## config.mk

```make
export PLATFORM = sky130hd
export DESIGN_NAME = reqack_arb_flat
export DESIGN_NICKNAME = d
export VERILOG_FILES = /design/src/rtl/reqack_pkg.sv /design/src/rtl/reqack_arb_if.sv /design/src/rtl/reqack_sync_n.sv /design/src/rtl/reqack_arb.sv /design/src/flat_wrapper.sv
export SDC_FILE = /design/constraint.sdc
export NUM_CORES = 1
export LEC_CHECK = 0
export ABC_CLOCK_PERIOD_IN_PS = 3400
export BUFFER_PORTS_ARGS = -buffer_cell sky130_fd_sc_hd__clkbuf_2
export CAP_MARGIN = 5
export CORE_MARGIN = 1
export CORE_UTILIZATION = 40
export CTS_BUF_LIST = sky130_fd_sc_hd__clkbuf_16
export CTS_CLUSTER_DIAMETER = 80
export CTS_CLUSTER_SIZE = 16
export DETAILED_ROUTE_END_ITERATION = 8
export PLACE_DENSITY = 0.78
export REMOVE_ABC_BUFFERS = 1
export SLEW_MARGIN = 20
export SYNTH_ARGS = -nofsm -noshare
export SYNTH_HDL_FRONTEND = slang
export SYNTH_SLANG_ARGS = --single-unit
```

## constraint.sdc

```tcl
create_clock -name clk -period 3.4 [get_ports clk]
set_input_delay 0 -clock clk [delete_from_list [all_inputs] [get_ports clk]]
set_output_delay 0 -clock clk [all_outputs]
set_load 0.1 [all_outputs]
```

## src/rtl/reqack_pkg.sv

```systemverilog
`default_nettype none
// ----------------------------------------------------------------------------
// reqack_pkg: shared types, arbitration-mode constants and width helpers.
// Rev 1.0
// ----------------------------------------------------------------------------
package reqack_pkg;

  typedef enum logic [0:0] {
    ST_IDLE  = 1'b0,
    ST_GRANT = 1'b1
  } state_e;

  localparam int ARB_FIXED = 0;
  localparam int ARB_RR    = 1;

  function automatic int clog2(input int v);
    int r;
    r = 0;
    for (int i = 0; i < 32; i++) begin
      if ((1 << i) < v) r = i + 1;
    end
    return r;
  endfunction

  function automatic int idx_width(input int channels);
    return (channels <= 1) ? 1 : clog2(channels);
  endfunction

endpackage
`default_nettype wire

```

## src/rtl/reqack_arb_if.sv

```systemverilog
`default_nettype none
// ----------------------------------------------------------------------------
// reqack_arb_if: request/payload/ack bundle plus the consumer read port.
// Rev 1.0
// ----------------------------------------------------------------------------
interface reqack_arb_if #(
  parameter int CHANNELS   = 4,
  parameter int DATA_WIDTH = 32
) ();
  localparam int IDX_WIDTH = reqack_pkg::idx_width(CHANNELS);

  logic [CHANNELS-1:0]            req;
  logic [CHANNELS*DATA_WIDTH-1:0] req_data;
  logic [CHANNELS-1:0]            ack;
  logic                           ne;
  logic [IDX_WIDTH-1:0]           ch;
  logic [DATA_WIDTH-1:0]          rd_data;
  logic                           re;
  logic [CHANNELS-1:0]            pending;

  modport slave (
    input  req, req_data, re,
    output ack, ne, ch, rd_data, pending
  );

  modport master (
    output req, req_data, re,
    input  ack, ne, ch, rd_data, pending
  );
endinterface
`default_nettype wire

```

## src/rtl/reqack_sync_n.sv

```systemverilog
`default_nettype none
// ----------------------------------------------------------------------------
// reqack_sync_n: WIDTH-bit multi-flop synchroniser with synchronous reset.
// Rev 1.0
// ----------------------------------------------------------------------------
module reqack_sync_n #(
  parameter int WIDTH  = 1,
  parameter int STAGES = 2
) (
  input  logic             clk,
  input  logic             reset,
  input  logic [WIDTH-1:0] d_i,
  output logic [WIDTH-1:0] q_o
);

  logic [WIDTH-1:0] sync_q [STAGES];

  always_ff @(posedge clk) begin
    if (reset) begin
      for (int i = 0; i < STAGES; i++) sync_q[i] <= '0;
    end else begin
      sync_q[0] <= d_i;
      for (int i = 1; i < STAGES; i++) sync_q[i] <= sync_q[i-1];
    end
  end

  assign q_o = sync_q[STAGES-1];

endmodule
`default_nettype wire

```

## src/rtl/reqack_arb.sv

```systemverilog
`default_nettype none
// ----------------------------------------------------------------------------
// reqack_arb: N-channel toggle req/ack receiver behind one arbitrated read port.
// Rev 1.0
// ----------------------------------------------------------------------------
module reqack_arb #(
  parameter int CHANNELS    = 4,
  parameter int DATA_WIDTH  = 32,
  parameter int SYNC_STAGES = 2,
  parameter int RR          = reqack_pkg::ARB_RR
) (
  input  logic         clk,
  input  logic         reset,
  reqack_arb_if.slave  bus
);
  import reqack_pkg::*;

  localparam int IDX_WIDTH = idx_width(CHANNELS);

  state_e                state_q, state_d;
  logic [CHANNELS-1:0]   ack_q, ack_d;
  logic [IDX_WIDTH-1:0]  ch_q, ch_d;
  logic [IDX_WIDTH-1:0]  ptr_q, ptr_d;
  logic [DATA_WIDTH-1:0] data_q, data_d;
  logic [CHANNELS-1:0]   req_s;
  logic [CHANNELS-1:0]   pending;
  logic [IDX_WIDTH-1:0]  win;

  reqack_sync_n #(
    .WIDTH  (CHANNELS),
    .STAGES (SYNC_STAGES)
  ) u_sync (
    .clk   (clk),
    .reset (reset),
    .d_i   (bus.req),
    .q_o   (req_s)
  );

  // Rotate so the slot after the pointer sits at bit 0, find first, unrotate.
  function automatic logic [IDX_WIDTH-1:0] pick(
    input logic [CHANNELS-1:0]  p,
    input logic [IDX_WIDTH-1:0] ptr
  );
    logic [2*CHANNELS-1:0] dbl;
    logic [CHANNELS-1:0]   rot;
    int start;
    int off;
    start = (RR == ARB_FIXED) ? 0 : (int'(ptr) + 1) % CHANNELS;
    dbl   = {p, p};
    rot   = CHANNELS'(dbl >> start);
    off   = 0;
    for (int i = CHANNELS - 1; i >= 0; i--) begin
      if (rot[i]) off = i;
    end
    return IDX_WIDTH'((start + off) % CHANNELS);
  endfunction

  assign pending = req_s ^ ack_q;
  assign win     = pick(pending, ptr_q);

  always_ff @(posedge clk) begin
    if (reset) begin
      state_q <= ST_IDLE;
      ack_q   <= '0;
      ch_q    <= '0;
      ptr_q   <= IDX_WIDTH'(CHANNELS - 1);
      data_q  <= '0;
    end else begin
      state_q <= state_d;
      ack_q   <= ack_d;
      ch_q    <= ch_d;
      ptr_q   <= ptr_d;
      data_q  <= data_d;
    end
  end

  always_comb begin
    state_d = state_q;
    ack_d   = ack_q;
    ch_d    = ch_q;
    ptr_d   = ptr_q;
    data_d  = data_q;
    case (state_q)
      ST_IDLE: begin
        if (|pending) begin
          ch_d    = win;
          data_d  = DATA_WIDTH'(bus.req_data >> (int'(win) * DATA_WIDTH));
          state_d = ST_GRANT;
        end
      end
      ST_GRANT: begin
        if (bus.re) begin
          ack_d[ch_q] = ~ack_q[ch_q];
          ptr_d       = ch_q;
          state_d     = ST_IDLE;
        end
      end
      default: state_d = ST_IDLE;
    endcase
  end

  assign bus.ack     = ack_q;
  assign bus.ne      = (state_q == ST_GRANT);
  assign bus.ch      = ch_q;
  assign bus.rd_data = data_q;
  assign bus.pending = pending;

endmodule
`default_nettype wire

```

## src/flat_wrapper.sv

```systemverilog
// flat-port wrapper written by rule: the top's interface ports become plain ports
module reqack_arb_flat import reqack_pkg::*;
#(
  parameter int CHANNELS    = 4,
  parameter int DATA_WIDTH  = 32,
  parameter int SYNC_STAGES = 2,
  parameter int RR          = reqack_pkg::ARB_RR
)
  (clk, reset, bus_req, bus_req_data, bus_re, bus_ack, bus_ne, bus_ch, bus_rd_data, bus_pending);
  reqack_arb_if #(.CHANNELS(CHANNELS), .DATA_WIDTH(DATA_WIDTH)) bus_i ();
  input  logic clk;
  input  logic reset;
  input wire logic [$bits(bus_i.req)-1:0] bus_req;
  input wire logic [$bits(bus_i.req_data)-1:0] bus_req_data;
  input wire logic [$bits(bus_i.re)-1:0] bus_re;
  output wire logic [$bits(bus_i.ack)-1:0] bus_ack;
  output wire logic [$bits(bus_i.ne)-1:0] bus_ne;
  output wire logic [$bits(bus_i.ch)-1:0] bus_ch;
  output wire logic [$bits(bus_i.rd_data)-1:0] bus_rd_data;
  output wire logic [$bits(bus_i.pending)-1:0] bus_pending;
  assign bus_i.req = bus_req;
  assign bus_i.req_data = bus_req_data;
  assign bus_i.re = bus_re;
  assign bus_ack = bus_i.ack;
  assign bus_ne = bus_i.ne;
  assign bus_ch = bus_i.ch;
  assign bus_rd_data = bus_i.rd_data;
  assign bus_pending = bus_i.pending;
  reqack_arb #(.CHANNELS(CHANNELS), .DATA_WIDTH(DATA_WIDTH), .SYNC_STAGES(SYNC_STAGES), .RR(RR)) u_core (.clk(clk), .reset(reset), .bus(bus_i));
endmodule
```

# --- Word level (Yosys, flattened, before mapping) ---
# Memories as Yosys holds them, arrays and structs flattened.
# Index checks and enable logic that the tools add are counted.
classes:
  n_addsub: 2
  n_lt_le_gt_ge: 2
  shift: 2
  mux: 17
  n_bitwise: 7
  reduce_logical: 6
op_table:
  columns: ["op", "count"]
  rows:
  - ["$shr 128x32->32", 1]
  - ["$mux 32", 3]
  - ["$add 3x32->32", 1]
  - ["$ge 32x1->1 const B", 1]
  - ["$lt 32x3->1 const B", 1]
  - ["$shr 8x32->4", 1]
  - ["$mux 4", 2]
  - ["$mux 1", 7]
  - ["$add 3x2->4 const B", 1]
  - ["$bwmux 4", 1]
  - ["$reduce_and 2->1", 2]
  - ["$reduce_or 2->1", 2]
  - ["$reduce_or 4->1", 1]
  - ["$xor 4x4->4", 1]
  - ["$and 1x1->1", 2]
  - ["$bmux 1 s2", 1]
  - ["$demux 1 s2", 1]
  - ["$mux 2", 1]
  - ["$not 1->1", 2]
  - ["$or 1x1->1", 2]
  - ["$pmux 1 s2", 1]
  - ["$logic_and 1x1->1", 1]
totals:
  reg_bits: 43
  ram_bits: 8
  inputBits: 135
  out_inout_bits: 73
  word_cells: 42
  n_memories: 1
mem_list:
  columns: ["name", "depth", "word_bits", "rd", "rd_clocked_by_memory_dff", "wr", "line_no", "rtl"]
  rows:
  - ["u_core.u_sync.sync_q", 2, 4, 2, 0, 2, "reqack_sync_n.sv:16", "logic [WIDTH-1:0] sync_q [STAGES];"]

# --- Longest topological paths before layout ---
logic_depth:
  depth_word: 12
  ltp_mapped: 12
  depth_no_buf: 10

# --- Cells and area by module ---
# From an unflattened synthesis, not the netlist that was laid out.
hier_totals:
  hier_cells: 243
  area_unflattened_um2: 2927.8
by_module_without_submodules:
  columns: ["module", "n_inst", "cells_each", "area_each_um2", "seq_area_each_um2"]
  rows:
  - ["reqack_arb", 1, 223, 2687.6, 860.8]
  - ["reqack_sync_n", 1, 20, 240.2, 160.2]

# --- Worst setup path after synthesis ---
# OpenSTA, ideal clock, no wires.
synth_timing:
  path_kind: "reg-to-reg"
  startpoint: "register u_core.ack_q[0] (netlist: u_core.bus.ack[0])"
  endpoint: "register u_core.data_q[11] (netlist: u_core.bus.rd_data[11])"
  arrival_time_ps: 4107
  path_slack_ps: -825
  stages_incl_launch_ff: 11
  n_path_buf: 1
  synth_period_minus_slack_ps: 4225
  cell_sequence: "dfxtp_1 -> xnor2_1 -> inv_1 -> nand2_1 -> mux4_2 -> a31oi_1 -> ha_1 -> xor2_1 -> clkbuf_1 -> mux4_2 -> a22o_1"
synth_via:
  elab_chain_cells: 10
  word_cells_on_any_way: 12
  cone_classes: "1 x add/sub; 2 x shift; 4 x mux; 2 x bitwise; 3 x reduce/logical"
synth_rtl:
  columns: ["item", "line_no", "rtl"]
  rows:
  - ["from (decl)", "reqack_arb.sv:21", "logic [CHANNELS-1:0] ack_q, ack_d;"]
  - ["from (signal assigned)", "reqack_arb.sv:70", "ack_q <= ack_d;"]
  - ["$xor 4x4->4 *", "reqack_arb.sv:58", "assign pending = req_s ^ ack_q;"]
  - ["net bus_pending[0]", "flat_wrapper.sv:20", "output wire logic [$bits(bus_i.pending)-1:0] bus_pending;"]
  - ["$shr 8x32->4", "reqack_arb.sv:50", "rot = CHANNELS'(dbl >> start);"]
  - ["$mux 2", "reqack_arb.sv:53", "if (rot[i]) off = i;"]
  - ["$mux 32 (3 in a row)", "reqack_arb.sv:53", null]
  - ["$add 3x32->32", "reqack_arb.sv:55", "return IDX_WIDTH'((start + off) % CHANNELS);"]
  - ["$reduce_or 2->1 (no line)", null, null]
  - ["$and 1x1->1 (no line)", null, null]
  - ["$shr 128x32->32", "reqack_arb.sv:87", "data_d = DATA_WIDTH'(bus.req_data >> (int'(win) * DATA_WIDTH));"]
  - ["to (signal assigned)", "reqack_arb.sv:73", "data_q <= data_d;"]
  - ["to (decl)", "reqack_arb.sv:24", "logic [DATA_WIDTH-1:0] data_q, data_d;"]
# The timed path passes the listed nets; every way through them passes the cells marked *.
# A chain may end at the register's enable or synchronous reset.

# --- Worst setup path after layout ---
layout_timing:
  startpoint: "register u_core.ack_q[1] (netlist: u_core.bus.ack[1])"
  endpoint: "register u_core.data_q[29] (netlist: u_core.bus.rd_data[29])"
layout_via:
  elab_chain_cells: 10
  word_cells_on_any_way: 12
  cone_classes: "1 x add/sub; 2 x shift; 4 x mux; 2 x bitwise; 3 x reduce/logical"
layout_rtl:
  columns: ["item", "line_no"]
  rows:
  - ["$xor 4x4->4 *", "reqack_arb.sv:58"]
  - ["$shr 8x32->4", "reqack_arb.sv:50"]
  - ["$mux 2", "reqack_arb.sv:53"]
  - ["$mux 32 (3 in a row)", "reqack_arb.sv:53"]
  - ["$add 3x32->32", "reqack_arb.sv:55"]
  - ["$reduce_or 2->1 (no line)", null]
  - ["$and 1x1->1 (no line)", null]
  - ["$shr 128x32->32", "reqack_arb.sv:87"]
# Every way passes the cells marked *; elsewhere a longest branch is shown, timed or not.

==> impl_metrics.env <==
export IMPL_antenna_found_initial=0
export IMPL_layout_cells_non_filler=519
export IMPL_grt_pass1_wl_um=12300
export IMPL_max_cap_violations=0
export IMPL_fillCellCount=635
export IMPL_worstSkewPairLatency_ns=0.29
export IMPL_hold_path_cell_count=3
export IMPL_final_max_slew_viol_count=0
export IMPL_yosysTopAreaCellShare_pct=35.2
export IMPL_drt_iter0_drc=149
export IMPL_die_w_um=87.1
export IMPL_row_count=30
export IMPL_post_route_min_period_ns=3.23
export IMPL_power_w=0.00300
export IMPL_cp_required_ns=3.57
export IMPL_muxShareOfSynthArea_pct=25.7
export IMPL_clk_path_buf_depth=2
export IMPL_period_share_pct=95.0
export IMPL_grt_max_degree=34
export IMPL_syn_inst=239
export IMPL_utilization_pct=58.6
export IMPL_rrSetupSlack_ns=0.17
export IMPL_final_nets=560
export IMPL_syn_avg_cell_area_um2=12.1
export IMPL_hold_start="bus_re"
export IMPL_grt_usage_pct=20.9
export IMPL_slew_headroom_pct=54.3
export IMPL_startpoint="u_core.bus.ack[1]"
export IMPL_drc=0
export IMPL_fp_dieH_um=87.1
export IMPL_start_util_pct=41.9
export IMPL_end_kind="flip-flop"
export IMPL_grt_overflow=0
export IMPL_worstSetupPathType="reg2reg"
export IMPL_dp_hpwl_um=6140
export IMPL_gp_congestion=0.891
export IMPL_critical_path_max_fanout=16
export IMPL_synth_area_top_cells="dfxtp_1 (35%), mux4_2 (26%), a22o_1 (9.4%)"
export IMPL_cts_made_buffers=5
export IMPL_antenna_left=0
export IMPL_drive_gt1_share_pct=63.4
export IMPL_totalWireLength_um=7850
export IMPL_reg2reg_depth=11
export IMPL_seq_area_frac_synth_pct=35.2
export IMPL_cts_sinks=51
export IMPL_cts_htree_levels=2
export IMPL_ir_worst_vdd_mv=0.449
export IMPL_numPortBuffers=207
export IMPL_synth_main_ff_cell="dfxtp_1"
export IMPL_hold_path_class="in2reg"
export IMPL_yosys_register_bits=51
export IMPL_finalInstanceArea_um2=4050
export IMPL_worst_slack_ns=0.170
export IMPL_syn_area_um2=2900
export IMPL_clkSlewWorstSetupHoldPaths_ns=0.07
export IMPL_setup_viol=0
export IMPL_synth_edff_count=0
export IMPL_drt_vias_per_instance=5.20
export IMPL_post_place_ws_ns=0.0108
export IMPL_synth_simple_area_share_pct=7.60
export IMPL_grt_pass1_vias=2595
export IMPL_wl_per_cell_um=15.1
export IMPL_power_density_nw_per_um2=740
export IMPL_hold_viol_final=0
export IMPL_io_pins=208
export IMPL_synth_cell_types=36
export IMPL_arrival_ns=3.40
export IMPL_synth_adder_area_share_pct=1.30
export IMPL_synth_compound_area_share_pct=15.2
export IMPL_r2r_start="u_core.bus.ack[1]"
export IMPL_die_area_um2=7590
export IMPL_synth_common_cells="dfxtp_1 (51), mux4_2 (33), a22o_1 (31)"
export IMPL_cts_root_buf="clkbuf_16"
export IMPL_place_area_um2=3840
export IMPL_fmax_ghz=0.310
export IMPL_tightest_slew_ns=0.685
export IMPL_rsz0062_at_grt="no"
export IMPL_yosysMostFrequentCell="dfxtp_1"
export IMPL_area_growth_pct=39.7
export IMPL_worst_clock_skew_ns=0.00927
export IMPL_diodes=0
export IMPL_synth_top_family_by_area="multiplexers"
export IMPL_status="complete, no violations"
export IMPL_cp_start_kind="flip-flop"
export IMPL_p_leak_nw=1.98
export IMPL_dr_pass1_iters=4
export IMPL_cts_tree="built"
export IMPL_vias=2698
export IMPL_synth_area_leader_cell="dfxtp_1"
export IMPL_r2r_end="u_core.bus.rd_data[29]"
export IMPL_coreArea_um2=6910
export IMPL_ys_warn_count=0
export IMPL_place_inst=505
export IMPL_synth_xor_xnor_area_share_pct=3.50
export IMPL_min_to="u_core.ptr_q[2]"
export IMPL_async_reset_ff_share_pct=0
-- final cells by class --
class	count	area, um^2	share of cell area [%]
sequential	51	1020	25.2
multi-input combinational	137	1570	38.7
clock inverter	3	25.0	0.618
tap	96	120	2.97
timing repair buffer	221	1170	28.8
inverter	6	22.5	0.556
clock buffer	5	125	3.09
-- cell families after synthesis --
kind of cell	after synthesis
AND/OR/NAND/NOR	43
multiplexers	33
buffers and inverters	51
adder cells (fa/ha/maj)	3
AO/OA/AOI/OAI	49
flip-flops	51
XOR/XNOR	9
-- flip-flops by register name (all words and copies together), names as in the netlist --
signal                flops
u_core.bus.ch             3
u_core.bus.rd_data       32
u_core.u_sync.sync_q      8
u_core.ptr_q              3
u_core.bus.ack            4
u_core.bus.ne             1
-- cells in the final DEF (no fill, tap or decap), drive strengths merged, types with 4 or more instances in the layout --
cell type / netlist / routed
clkbuf: 4 / 212
dfxtp: 51 / 51
mux4: 33 / 33
a22o: 32 / 32
nand2: 11 / 11
buf: 41 / 10
nor2: 9 / 9
nor2b: 8 / 8
xnor2: 7 / 7
inv: 6 / 6
nand3: 4 / 4
dlygate4sd3: 0 / 4
-- stage by stage --
stage	setup TNS, ns	hold slack (ns)
final	0	0.0184
after global routing	0	0.0272
after CTS	0	0.00502
after detailed placement	0	0.221
after global placement	0	0.217
after floorplan	-653.65	0.0691
-- worst max-delay path: stages (launching register included) --
cell and delay (ns):
dfxtp_1 0.36, xnor2_2 0.34, inv_1 0.16, a2111oi_0 0.41, a41oi_1 0.10, o31ai_1 0.25
ha_1 0.29, buf_4 0.16, a211oi_1 0.43, a211oi_4 0.14, buf_4 0.23, a22o_2 0.25
-- where the power goes --
| part | switching, W | leakage [nW] | internal (W) |
|---|---|---|---|
| registers | 0.0000738 | 0.419 | 0.000707 |
| logic | 0.00116 | 1.49 | 0.000559 |
| clock network | 0.000217 | 0.0700 | 0.000275 |
-- metal layers --
layer | global-route usage (%) | wire length (um) | vias to the layer above
met3 | 3.89 | 650 | 12
met1 | 25.2 | 3040 | 1268
met4 | 5.66 | 82 | 0
met2 | 38.1 | 4080 | 163
li1 | - | - | 1255
met5 | 0 | 0 | -
-- repair_timing --
item / CTS / global route
gates resized for setup: 0 / 1
pin swaps: 1 / 1
hold buffers: 4 / 0
buffers inserted: 0 / 2
endpoints found under the hold margin: 4 / 0
endpoints found under the setup margin: 2 / 25
cloned: 0 / 0
-- worst max-delay path by stage --
stage / cells past startpoint / slack (ns) / to
finish: 11 / 0.17 / u_core.bus.rd_data[29]
global route: 11 / 0.004 / u_core.bus.rd_data[29]
CTS: 11 / 0.009 / u_core.bus.rd_data[12]
detailed placement: 11 / 0.01 / u_core.bus.rd_data[12]
global placement: 11 / 0.14 / u_core.bus.rd_data[18]
floorplan: 3 / -18.62 / u_core.bus.ack[0]
No activity file was read; power rests on OpenSTA's default activity.
